**config.mk**
```make
export PLATFORM = sky130hd
export DESIGN_NAME = load_store_unit
export DESIGN_NICKNAME = d
export VERILOG_FILES = /design/src/rtl/load_store_unit_pkg.sv /design/src/rtl/lsu_load_extend.sv /design/src/rtl/load_store_unit.sv
export SDC_FILE = /design/constraint.sdc
export NUM_CORES = 1
export LEC_CHECK = 0
export BUFFER_PORTS_ARGS = -buffer_cell sky130_fd_sc_hd__buf_4
export CAP_MARGIN = 20
export CORE_UTILIZATION = 55
export DETAILED_ROUTE_END_ITERATION = 8
export GPL_TIMING_DRIVEN = 0
export MAX_ROUTING_LAYER = met4
export PLACE_DENSITY_LB_ADDON = 0.08
export REMOVE_ABC_BUFFERS = 1
export SETUP_SLACK_MARGIN = 0.4
export SLEW_MARGIN = 20
export SYNTH_ARGS = -nofsm -noshare
export SYNTH_HDL_FRONTEND = slang
export SYNTH_SLANG_ARGS = --single-unit
```
**constraint.sdc**
```tcl
create_clock -name clock -period 11.1 [get_ports clock]
set_input_delay 0.555 -clock clock [delete_from_list [all_inputs] [get_ports clock]]
set_output_delay 0.555 -clock clock [all_outputs]
set_load 0.05 [all_outputs]
```
**src/rtl/load_store_unit_pkg.sv**
```systemverilog
// Shared definitions for the load/store unit: size codes, FSM states and
// the byte count of an access size.
package load_store_unit_pkg;

    localparam int unsigned DATA_W = 32;
    localparam int unsigned ADDR_W = 32;

    localparam logic [1:0] SZ_BYTE = 2'b00;
    localparam logic [1:0] SZ_HALF = 2'b01;
    localparam logic [1:0] SZ_WORD = 2'b10;
    localparam logic [1:0] SZ_ILL  = 2'b11;

    typedef enum logic [1:0] {
        ST_IDLE   = 2'd0,
        ST_ACCESS = 2'd1,
        ST_SPLIT  = 2'd2,
        ST_RESP   = 2'd3
    } lsu_state_t;

    // Bytes touched by an access; the illegal code maps to 1 so range math stays sane.
    function automatic logic [2:0] size_nbytes(input logic [1:0] size);
        case (size)
            SZ_HALF: size_nbytes = 3'd2;
            SZ_WORD: size_nbytes = 3'd4;
            default: size_nbytes = 3'd1;
        endcase
    endfunction

endpackage

```
**src/rtl/lsu_load_extend.sv**
```systemverilog
// Combinational load extension, same rules as the data memory.
//   i_raw      : right-aligned raw load data
//   i_size     : access size code
//   i_sign_ext : 1 = sign-extend byte/halfword, 0 = zero-extend
//   o_data_c   : extended 32-bit result
module lsu_load_extend
    import load_store_unit_pkg::*;
(
    input  logic [31:0] i_raw,
    input  logic [1:0]  i_size,
    input  logic        i_sign_ext,
    output logic [31:0] o_data_c
);

    always_comb begin
        o_data_c = i_raw;
        case (i_size)
            SZ_BYTE: o_data_c = {{24{i_sign_ext & i_raw[7]}}, i_raw[7:0]};
            SZ_HALF: o_data_c = {{16{i_sign_ext & i_raw[15]}}, i_raw[15:0]};
            default: o_data_c = i_raw;
        endcase
    end

endmodule

```
**src/rtl/load_store_unit.sv**
```systemverilog
// Data-memory initiator: accepts one load/store at a time, drives aligned
// memory beats (splitting misaligned accesses into bytes when enabled) and
// returns a one-cycle response.
//   clock, reset           : rising-edge clock, async active-high reset
//   req_*                  : pipeline request (valid/ready handshake)
//   resp_*                 : completion pulse, load data, error flag
//   mem_*                  : memory strobes/address/data, mem_ready handshake
module load_store_unit
    import load_store_unit_pkg::*;
#(
    parameter int unsigned MEM_BYTES        = 1024,
    parameter int unsigned SPLIT_MISALIGNED = 1
) (
    input  logic        clock,
    input  logic        reset,
    input  logic        req_valid,
    output logic        req_ready,
    input  logic        req_write,
    input  logic [1:0]  req_size,
    input  logic        req_sign_ext,
    input  logic [31:0] req_addr,
    input  logic [31:0] req_wdata,
    output logic        resp_valid,
    output logic [31:0] resp_rdata,
    output logic        resp_error,
    output logic [31:0] mem_address,
    output logic [31:0] mem_write_data,
    output logic        mem_memwrite,
    output logic        mem_memread,
    output logic [1:0]  mem_byte_size,
    output logic        mem_sign_ext,
    input  logic        mem_ready,
    input  logic [31:0] mem_read_data
);

    lsu_state_t  r_state, w_state_nxt;
    logic [1:0]  r_k, w_k_nxt;
    logic        r_write, w_write_nxt;
    logic [1:0]  r_size, w_size_nxt;
    logic        r_sign, w_sign_nxt;
    logic [31:0] r_addr, w_addr_nxt;
    logic [31:0] r_wdata, w_wdata_nxt;
    logic [31:0] r_asm, w_asm_nxt;

    logic        r_req_ready, w_req_ready_nxt;
    logic        r_resp_valid, w_resp_valid_nxt;
    logic [31:0] r_resp_rdata, w_resp_rdata_nxt;
    logic        r_resp_error, w_resp_error_nxt;
    logic [31:0] r_mem_address, w_mem_address_nxt;
    logic [31:0] r_mem_write_data, w_mem_write_data_nxt;
    logic        r_mem_memwrite, w_mem_memwrite_nxt;
    logic        r_mem_memread, w_mem_memread_nxt;
    logic [1:0]  r_mem_byte_size, w_mem_byte_size_nxt;
    logic        r_mem_sign_ext, w_mem_sign_ext_nxt;

    logic [32:0] w_end;
    logic        w_oor;
    logic        w_misal;
    logic        w_req_err;
    logic        w_last;
    logic [1:0]  w_k_inc;
    logic [7:0]  w_beat_byte;
    logic [31:0] w_asm_beat;
    logic [31:0] w_ext_data;

    // Request classification; end address in 33 bits so wrap-around is out of range.
    assign w_end     = {1'b0, req_addr} + 33'(size_nbytes(req_size)) - 33'd1;
    assign w_oor     = (w_end >= 33'(MEM_BYTES));
    assign w_misal   = ((req_size == SZ_HALF) && req_addr[0]) ||
                       ((req_size == SZ_WORD) && (req_addr[1:0] != 2'b00));
    assign w_req_err = (req_size == SZ_ILL) || w_oor ||
                       (w_misal && (SPLIT_MISALIGNED == 0));

    // Split-beat bookkeeping.
    assign w_last      = ({1'b0, r_k} == (size_nbytes(r_size) - 3'd1));
    assign w_k_inc     = r_k + 2'd1;
    assign w_beat_byte = 8'(r_wdata >> {w_k_inc, 3'b000});

    // Drop the returned byte into its slot of the assembly register.
    always_comb begin
        w_asm_beat = r_asm;
        w_asm_beat[{r_k, 3'b000} +: 8] = mem_read_data[7:0];
    end

    lsu_load_extend u_load_extend (
        .i_raw      (w_asm_beat),
        .i_size     (r_size),
        .i_sign_ext (r_sign),
        .o_data_c   (w_ext_data)
    );

    // Next-state and next-output logic.
    always_comb begin
        w_state_nxt          = r_state;
        w_k_nxt              = r_k;
        w_write_nxt          = r_write;
        w_size_nxt           = r_size;
        w_sign_nxt           = r_sign;
        w_addr_nxt           = r_addr;
        w_wdata_nxt          = r_wdata;
        w_asm_nxt            = r_asm;
        w_resp_valid_nxt     = 1'b0;
        w_resp_rdata_nxt     = r_resp_rdata;
        w_resp_error_nxt     = r_resp_error;
        w_mem_address_nxt    = r_mem_address;
        w_mem_write_data_nxt = r_mem_write_data;
        w_mem_memwrite_nxt   = r_mem_memwrite;
        w_mem_memread_nxt    = r_mem_memread;
        w_mem_byte_size_nxt  = r_mem_byte_size;
        w_mem_sign_ext_nxt   = r_mem_sign_ext;

        case (r_state)
            ST_IDLE: begin
                if (req_valid) begin
                    w_write_nxt = req_write;
                    w_size_nxt  = req_size;
                    w_sign_nxt  = req_sign_ext;
                    w_addr_nxt  = req_addr;
                    w_wdata_nxt = req_wdata;
                    w_asm_nxt   = '0;
                    w_k_nxt     = '0;
                    if (w_req_err) begin
                        w_state_nxt      = ST_RESP;
                        w_resp_valid_nxt = 1'b1;
                        w_resp_rdata_nxt = '0;
                        w_resp_error_nxt = 1'b1;
                    end else if (!w_misal) begin
                        w_state_nxt          = ST_ACCESS;
                        w_mem_address_nxt    = req_addr;
                        w_mem_write_data_nxt = req_wdata;
                        w_mem_memwrite_nxt   = req_write;
                        w_mem_memread_nxt    = !req_write;
                        w_mem_byte_size_nxt  = req_size;
                        w_mem_sign_ext_nxt   = req_sign_ext;
                    end else begin
                        w_state_nxt          = ST_SPLIT;
                        w_mem_address_nxt    = req_addr;
                        w_mem_write_data_nxt = {24'b0, req_wdata[7:0]};
                        w_mem_memwrite_nxt   = req_write;
                        w_mem_memread_nxt    = !req_write;
                        w_mem_byte_size_nxt  = SZ_BYTE;
                        w_mem_sign_ext_nxt   = 1'b0;
                    end
                end
            end

            ST_ACCESS: begin
                if (mem_ready) begin
                    w_state_nxt          = ST_RESP;
                    w_resp_valid_nxt     = 1'b1;
                    w_resp_rdata_nxt     = r_write ? 32'd0 : mem_read_data;
                    w_resp_error_nxt     = 1'b0;
                    w_mem_address_nxt    = '0;
                    w_mem_write_data_nxt = '0;
                    w_mem_memwrite_nxt   = 1'b0;
                    w_mem_memread_nxt    = 1'b0;
                    w_mem_byte_size_nxt  = '0;
                    w_mem_sign_ext_nxt   = 1'b0;
                end
            end

            ST_SPLIT: begin
                if (mem_ready) begin
                    w_asm_nxt = w_asm_beat;
                    if (w_last) begin
                        w_state_nxt          = ST_RESP;
                        w_resp_valid_nxt     = 1'b1;
                        w_resp_rdata_nxt     = r_write ? 32'd0 : w_ext_data;
                        w_resp_error_nxt     = 1'b0;
                        w_mem_address_nxt    = '0;
                        w_mem_write_data_nxt = '0;
                        w_mem_memwrite_nxt   = 1'b0;
                        w_mem_memread_nxt    = 1'b0;
                        w_mem_byte_size_nxt  = '0;
                        w_mem_sign_ext_nxt   = 1'b0;
                    end else begin
                        w_k_nxt              = w_k_inc;
                        w_mem_address_nxt    = r_addr + 32'(w_k_inc);
                        w_mem_write_data_nxt = {24'b0, w_beat_byte};
                    end
                end
            end

            ST_RESP: w_state_nxt = ST_IDLE;

            default: w_state_nxt = ST_IDLE;
        endcase

        w_req_ready_nxt = (w_state_nxt == ST_IDLE);
    end

    // State and registered outputs.
    always_ff @(posedge clock or posedge reset) begin
        if (reset) begin
            r_state          <= ST_IDLE;
            r_k              <= '0;
            r_write          <= 1'b0;
            r_size           <= '0;
            r_sign           <= 1'b0;
            r_addr           <= '0;
            r_wdata          <= '0;
            r_asm            <= '0;
            r_req_ready      <= 1'b1;
            r_resp_valid     <= 1'b0;
            r_resp_rdata     <= '0;
            r_resp_error     <= 1'b0;
            r_mem_address    <= '0;
            r_mem_write_data <= '0;
            r_mem_memwrite   <= 1'b0;
            r_mem_memread    <= 1'b0;
            r_mem_byte_size  <= '0;
            r_mem_sign_ext   <= 1'b0;
        end else begin
            r_state          <= w_state_nxt;
            r_k              <= w_k_nxt;
            r_write          <= w_write_nxt;
            r_size           <= w_size_nxt;
            r_sign           <= w_sign_nxt;
            r_addr           <= w_addr_nxt;
            r_wdata          <= w_wdata_nxt;
            r_asm            <= w_asm_nxt;
            r_req_ready      <= w_req_ready_nxt;
            r_resp_valid     <= w_resp_valid_nxt;
            r_resp_rdata     <= w_resp_rdata_nxt;
            r_resp_error     <= w_resp_error_nxt;
            r_mem_address    <= w_mem_address_nxt;
            r_mem_write_data <= w_mem_write_data_nxt;
            r_mem_memwrite   <= w_mem_memwrite_nxt;
            r_mem_memread    <= w_mem_memread_nxt;
            r_mem_byte_size  <= w_mem_byte_size_nxt;
            r_mem_sign_ext   <= w_mem_sign_ext_nxt;
        end
    end

    assign req_ready      = r_req_ready;
    assign resp_valid     = r_resp_valid;
    assign resp_rdata     = r_resp_rdata;
    assign resp_error     = r_resp_error;
    assign mem_address    = r_mem_address;
    assign mem_write_data = r_mem_write_data;
    assign mem_memwrite   = r_mem_memwrite;
    assign mem_memread    = r_mem_memread;
    assign mem_byte_size  = r_mem_byte_size;
    assign mem_sign_ext   = r_mem_sign_ext;

endmodule

```
== After elaboration in Yosys (flattened, before gate mapping) ==
Index checks and enable logic that the tools add are counted.
Word-level totals
  register bits after elaboration: 208
  input port bits: 104
  output and inout port bits: 104
  logic and storage cells: 130
Cells by class
  add/sub/neg operators: 6
  magnitude comparators: 1
  eq/ne operators: 16
  shift-type cells: 3
  mux-type cells: 67
  bitwise operators: 2
  reduce and logical (&&, ||, !) cells: 17
Operators by type and width (count)
  32-bit two-way mux: 18
  32-bit case mux with 3 select lines: 3
  32-bit case mux with 2 select lines: 2
  32-bit by 3-bit adder with 33-bit output: 1
  33-bit by 11-bit greater-or-equal comparator with 1-bit output (second input constant): 1
  33-bit by 1-bit subtractor with 33-bit output (second input constant): 1
  32-bit by 2-bit adder with 32-bit output: 1
  32-bit bitwise mux: 1
  8-bit by 7-bit variable shift with 32-bit output (first input constant): 1
  8-bit by 7-bit variable part select with 32-bit output: 1
  32-bit by 5-bit >> shifter with 8-bit output: 1
  2-bit two-way mux: 15
  1-bit two-way mux: 17
  1-bit case mux with 3 select lines: 5
  2-bit != test (second input constant): 7
  3-bit case mux with 2 select lines: 2
  6-bit AND reduction: 2
  2-bit == test (second input constant): 5
  8-bit two-way mux: 1
  2-bit case mux with 4 select lines: 1
  5-bit negator with 7-bit output: 1
  2-bit by 1-bit == test with 1-bit output (second input constant): 3
  2-bit logical NOT: 3
  2-bit case mux with 3 select lines: 1
  14 further kinds: 18

== Depth between registers and ports, before layout ==
  depth after elaboration: 10
  gate-level depth with buffers: 21

== By module ==
From an unflattened synthesis, not the netlist that was laid out.
Second synthesis, totals
  cells, all modules: 1404
  area, all modules: 13085.0 um^2
Modules (own cells, without submodules)
  load_store_unit: instances 1, cells an instance 1338, area each 12699.7 um^2
  lsu_load_extend: instances 1, cells an instance 66, area each 385.4 um^2

== Worst setup path after synthesis ==
Ideal clock, no wire load.
  kind: input -> register
  start point: input port req_size[1]
  end point: register r_mem_address[0], in the netlist mem_address[0]
  setup time: 0.125 ns
  arrival time: 4.745 ns
  required time: 10.975 ns
  path slack: 6.230 ns
  stages: 20
  cells stage by stage: inv_1 ha_1 inv_1 ha_1 inv_1 ha_1 inv_1 fa_1 nor2b_1 o31ai_1 a211o_1 o31ai_1 xor2_1 a2111o_1 or4_4 or3_4 o41a_1 buf_6 buf_12 mux2_4
Between the ends
  longest elaborated chain between the ends: 8
  elaborated cells between the ends (all ways): 10
  classes of those cells: 2 x add/sub; 1 x order compare; 4 x eq/ne; 1 x mux; 2 x reduce/logical
RTL lines
  start: declaration: line load_store_unit.sv:19  | input logic [1:0] req_size,
  2-bit == test or 2-bit by 1-bit == test with 1-bit output (tied branches): line load_store_unit_pkg.sv:22  | case (size)
  3-bit case mux with 2 select lines: line load_store_unit_pkg.sv:22
  32-bit by 3-bit adder with 33-bit output: line load_store_unit.sv:67  | assign w_end = {1'b0, req_addr} + 33'(size_nbytes(req_size)) - 33'd1;
  33-bit by 1-bit subtractor with 33-bit output: line load_store_unit.sv:67
  33-bit by 11-bit greater-or-equal comparator with 1-bit output: line load_store_unit.sv:68  | assign w_oor = (w_end >= 33'(MEM_BYTES));
  1-bit logical OR *: line load_store_unit.sv:71  | assign w_req_err = (req_size == SZ_ILL) || w_oor ||
  2-bit != test (no source line) *
  5-bit AND reduction (no source line) *
  end signal: assignment: line load_store_unit.sv:226  | r_mem_address <= w_mem_address_nxt;
  end: declaration: line load_store_unit.sv:49  | logic [31:0] r_mem_address, w_mem_address_nxt;
Mark *: on every way between the ends. The rest lies on a longest branch, timed or not.
A chain may end at the register's enable or synchronous reset.

== Worst setup path after layout ==
  start point: input port req_size[1]
  end point: register r_mem_address[20], in the netlist mem_address[20]
Same word-level chain as after synthesis.

==> metrics <==
Fin Clk Skew 0.0115 ns; RePlAce Congestion 0.892; nets 1641; unrepaired setup endpoints after global routing no; H-tree depth 1; reg2reg path depth 11; Final setup viols 0; core region area 22100 µm²; Ys Warns 0; Die H 153 µm; Pwr Density 288 nW/µm²; Post-synth top cells 207 x dfrtp_1, 153 x nand2_1, 105 x o21ai_0, 97 x a21oi_1, 83 x inv_1; post-synth top area cell dfrtp_1; crit path max fanout 28; Final Hold Vio Count 0; final core utilization 69.1%; Mapped Avg Cell Area 9.61 µm²; Critical Path RT 11.50 ns; Critical R2R Capture mem_address[24]$_DFFE_PP0P_; Worst Setup SP req_size[1]; router iterations before antenna repair 5; clock tree buffer depth 3; average wire per standard cell 18.3 µm; Worst Tran Pin Value 1.05 ns; Fmax achieved 180 MHz; Worst VDD drop 0.171 mV; Crit Path Category input pin to register; Post-synth EDFFs 0; Reg2Reg Setup Slack 6.54 ns; FFs w/ async S/R, synth 100%; DIE WIDTH 153 µm; Initial Utilization 56.8%; min cycle time layout 5.57 ns; PnR worst setup slack 5.53 ns; Hold Path End r_wdata[19]$_DFFE_PP0P_; Yosys reg bits 208; post-CTS resize count 0; crit path launch type input pin; global route overflow 0; Max Cap Violations 0; initial antenna violation count 0; Leakage 7.23 nW; hold path start req_wdata[19]; Worst Hold Depth 2; number of buffers created by CTS 24; Synth Flop Type dfrtp_1; # DRC 0; Diodes inserted 0; Final ANT Viol Nets 0; initial DRC count 600; pre-CTS setup slack 4.82 ns; setup tns final 0 ns; area grow syn2layout 21.6%; Vias 10500; via density per instance 5.88; most numerous cell in the Yosys netlist dfrtp_1; die area 23400 µm²; critical path arrival 5.97 ns; top cells by area, synth dfrtp_1 41%, mux2_2 5.5%, ha_1 5.2%, nand2_1 4.6%, o21ai_0 4.2%; Slew HR 29.5%; cell area after technology mapping 12500 µm²; worst skew pair latency 0.53 ns; sequential share of the synthesized area 41.5%; run status finished, final reports clean; Reg clk slew, reported paths 0.06 ns; Final Routed Wirelength 32500 µm; root buffer cell clkbuf_16; CP Capture Type register; num rows 54; first-pass GRT wire length 52900 µm; Ports 208; worst flop-to-flop path startpoint r_k[0]$_DFFE_PP0P_; top cell type's share of synthesized area 41.3%; hpwl dp 23500 µm; CTS tree yes; port bufs 207; Tcrit/Tclk final 50.1%; pin count of the biggest net entering global routing 102; vias in the first global route 10100; cell count after synthesis 1305; post-synth cell types 76; Pins Over Slew Limit 0; layout cells sized above 1 26.4%; GRT Resource Usage Total 28.8%; CTS sink cnt 208; Hold Crit Class input pin to register
[routing by layer]
metal / global-route usage, % / wire length, µm / vias up
met1: 39.4 / 15200 / 5107
met5: - / 0 / -
met3: 5.13 / 2020 / 45
met4: 7.74 / 707 / 0
met2: 44.2 / 14600 / 302
li1: - / - / 5004
[power breakdown]
| part | switching (mW) | internal, mW |
|---|---|---|
| registers | 0.181 | 1.02 |
| logic | 1.39 | 0.965 |
| clock network | 0.332 | 0.498 |
| total | 1.90 | 2.49 |
[critical path, cell delays in order]
cell      delay [ns]
buf_4           0.13
inv_1           0.09
ha_1            0.14
inv_1           0.04
ha_1            0.25
inv_1           0.06
ha_1            0.16
inv_1           0.05
fa_1            0.37
nor2b_1         0.12
o31ai_1         0.10
a211o_1         0.33
o31ai_1         0.66
xor2_1          0.14
a2111o_1        0.33
or4_4           0.44
or3_4           0.42
o41a_2          0.77
buf_12          0.29
buf_16          0.19
mux2_4          0.31
[registers in the layout (all words and copies together), names as in the netlist, 2 cells and up]
signal and cells:
r_asm 32, mem_byte_size 2, r_size 2, r_wdata 32, mem_write_data 32, mem_address 32
r_state 2, r_k 2, resp_rdata 32, r_addr 32
[worst max-delay path by stage]
stage / endpoint / cells after the start / slack [ns]
after global routing: mem_address[20]$_DFFE_PP0P_ / 21 / 5.32
after global placement: r_addr[16]$_DFFE_PP0P_ / 2 / 2.34
after floorplan: mem_address[0]$_DFFE_PP0P_ / 1 / 4.87
after detailed placement: r_state[0]$_DFF_PP0_ / 19 / 4.82
after CTS: r_state[0]$_DFF_PP0_ / 19 / 5.27
final: mem_address[20]$_DFFE_PP0P_ / 21 / 5.53
[logic make-up after synthesis]
kind of cell    count (synthesis)  share of synthesized area, %
simple gates                  360                          13.9
fa+ha+maj                      54                          5.51
compound gates                375                          19.0
buf+inv                       153                          5.32
flops                         208                          41.5
xor+xnor                       42                          2.93
mux                           113                          11.8
[metrics by stage]
| stage | instances | area (µm²) | hold WS, ns | power [mW] |
|---|---|---|---|---|
| 4_1_cts | 1779 | 15200 | 0.254 | 4.40 |
| 3_5_place_dp | 1735 | 14400 | 0.462 | 3.56 |
| 3_3_place_gp | 1722 | 14100 | 0.453 | 3.44 |
| 5_1_grt | 1780 | 15300 | 0.259 | 4.64 |
| 2_1_floorplan | 1235 | 12200 | 0.442 | 2.86 |
| 6_report | 1780 | 15300 | 0.270 | 4.39 |
[timing repair]
action,in CTS,in global routing
buffers inserted,0,0
hold buffers,1,0
hold endpoints to repair,32,0
[layout by cell type (no fill, tap or decap), types with 24 or more instances in the layout]
master / netlist / routed
o22ai_1: 41 / 41
nand3_1: 24 / 24
nand2_1: 153 / 151
nor2b_1: 61 / 60
o21ai_0: 105 / 105
buf_4: 0 / 211
mux2_2: 61 / 61
clkbuf_16: 0 / 24
dfrtp_1: 207 / 207
mux2_4: 34 / 34
nor2_1: 51 / 50
ha_1: 52 / 51
a21oi_1: 97 / 97
xor2_1: 26 / 26
o2bb2ai_1: 26 / 26
inv_1: 83 / 82
[final cells by class]
type / count / area (µm²)
Clock buffer: 31 / 667
Multi-Input combinational cell: 944 / 6720
Fill cell: 1741 / 6840
Tap cell: 280 / 350
Clock inverter: 12 / 169
Sequential cell: 208 / 5210
Timing Repair Buffer: 222 / 1830
Inverter: 83 / 319
(Power assumes the default switching activity.)
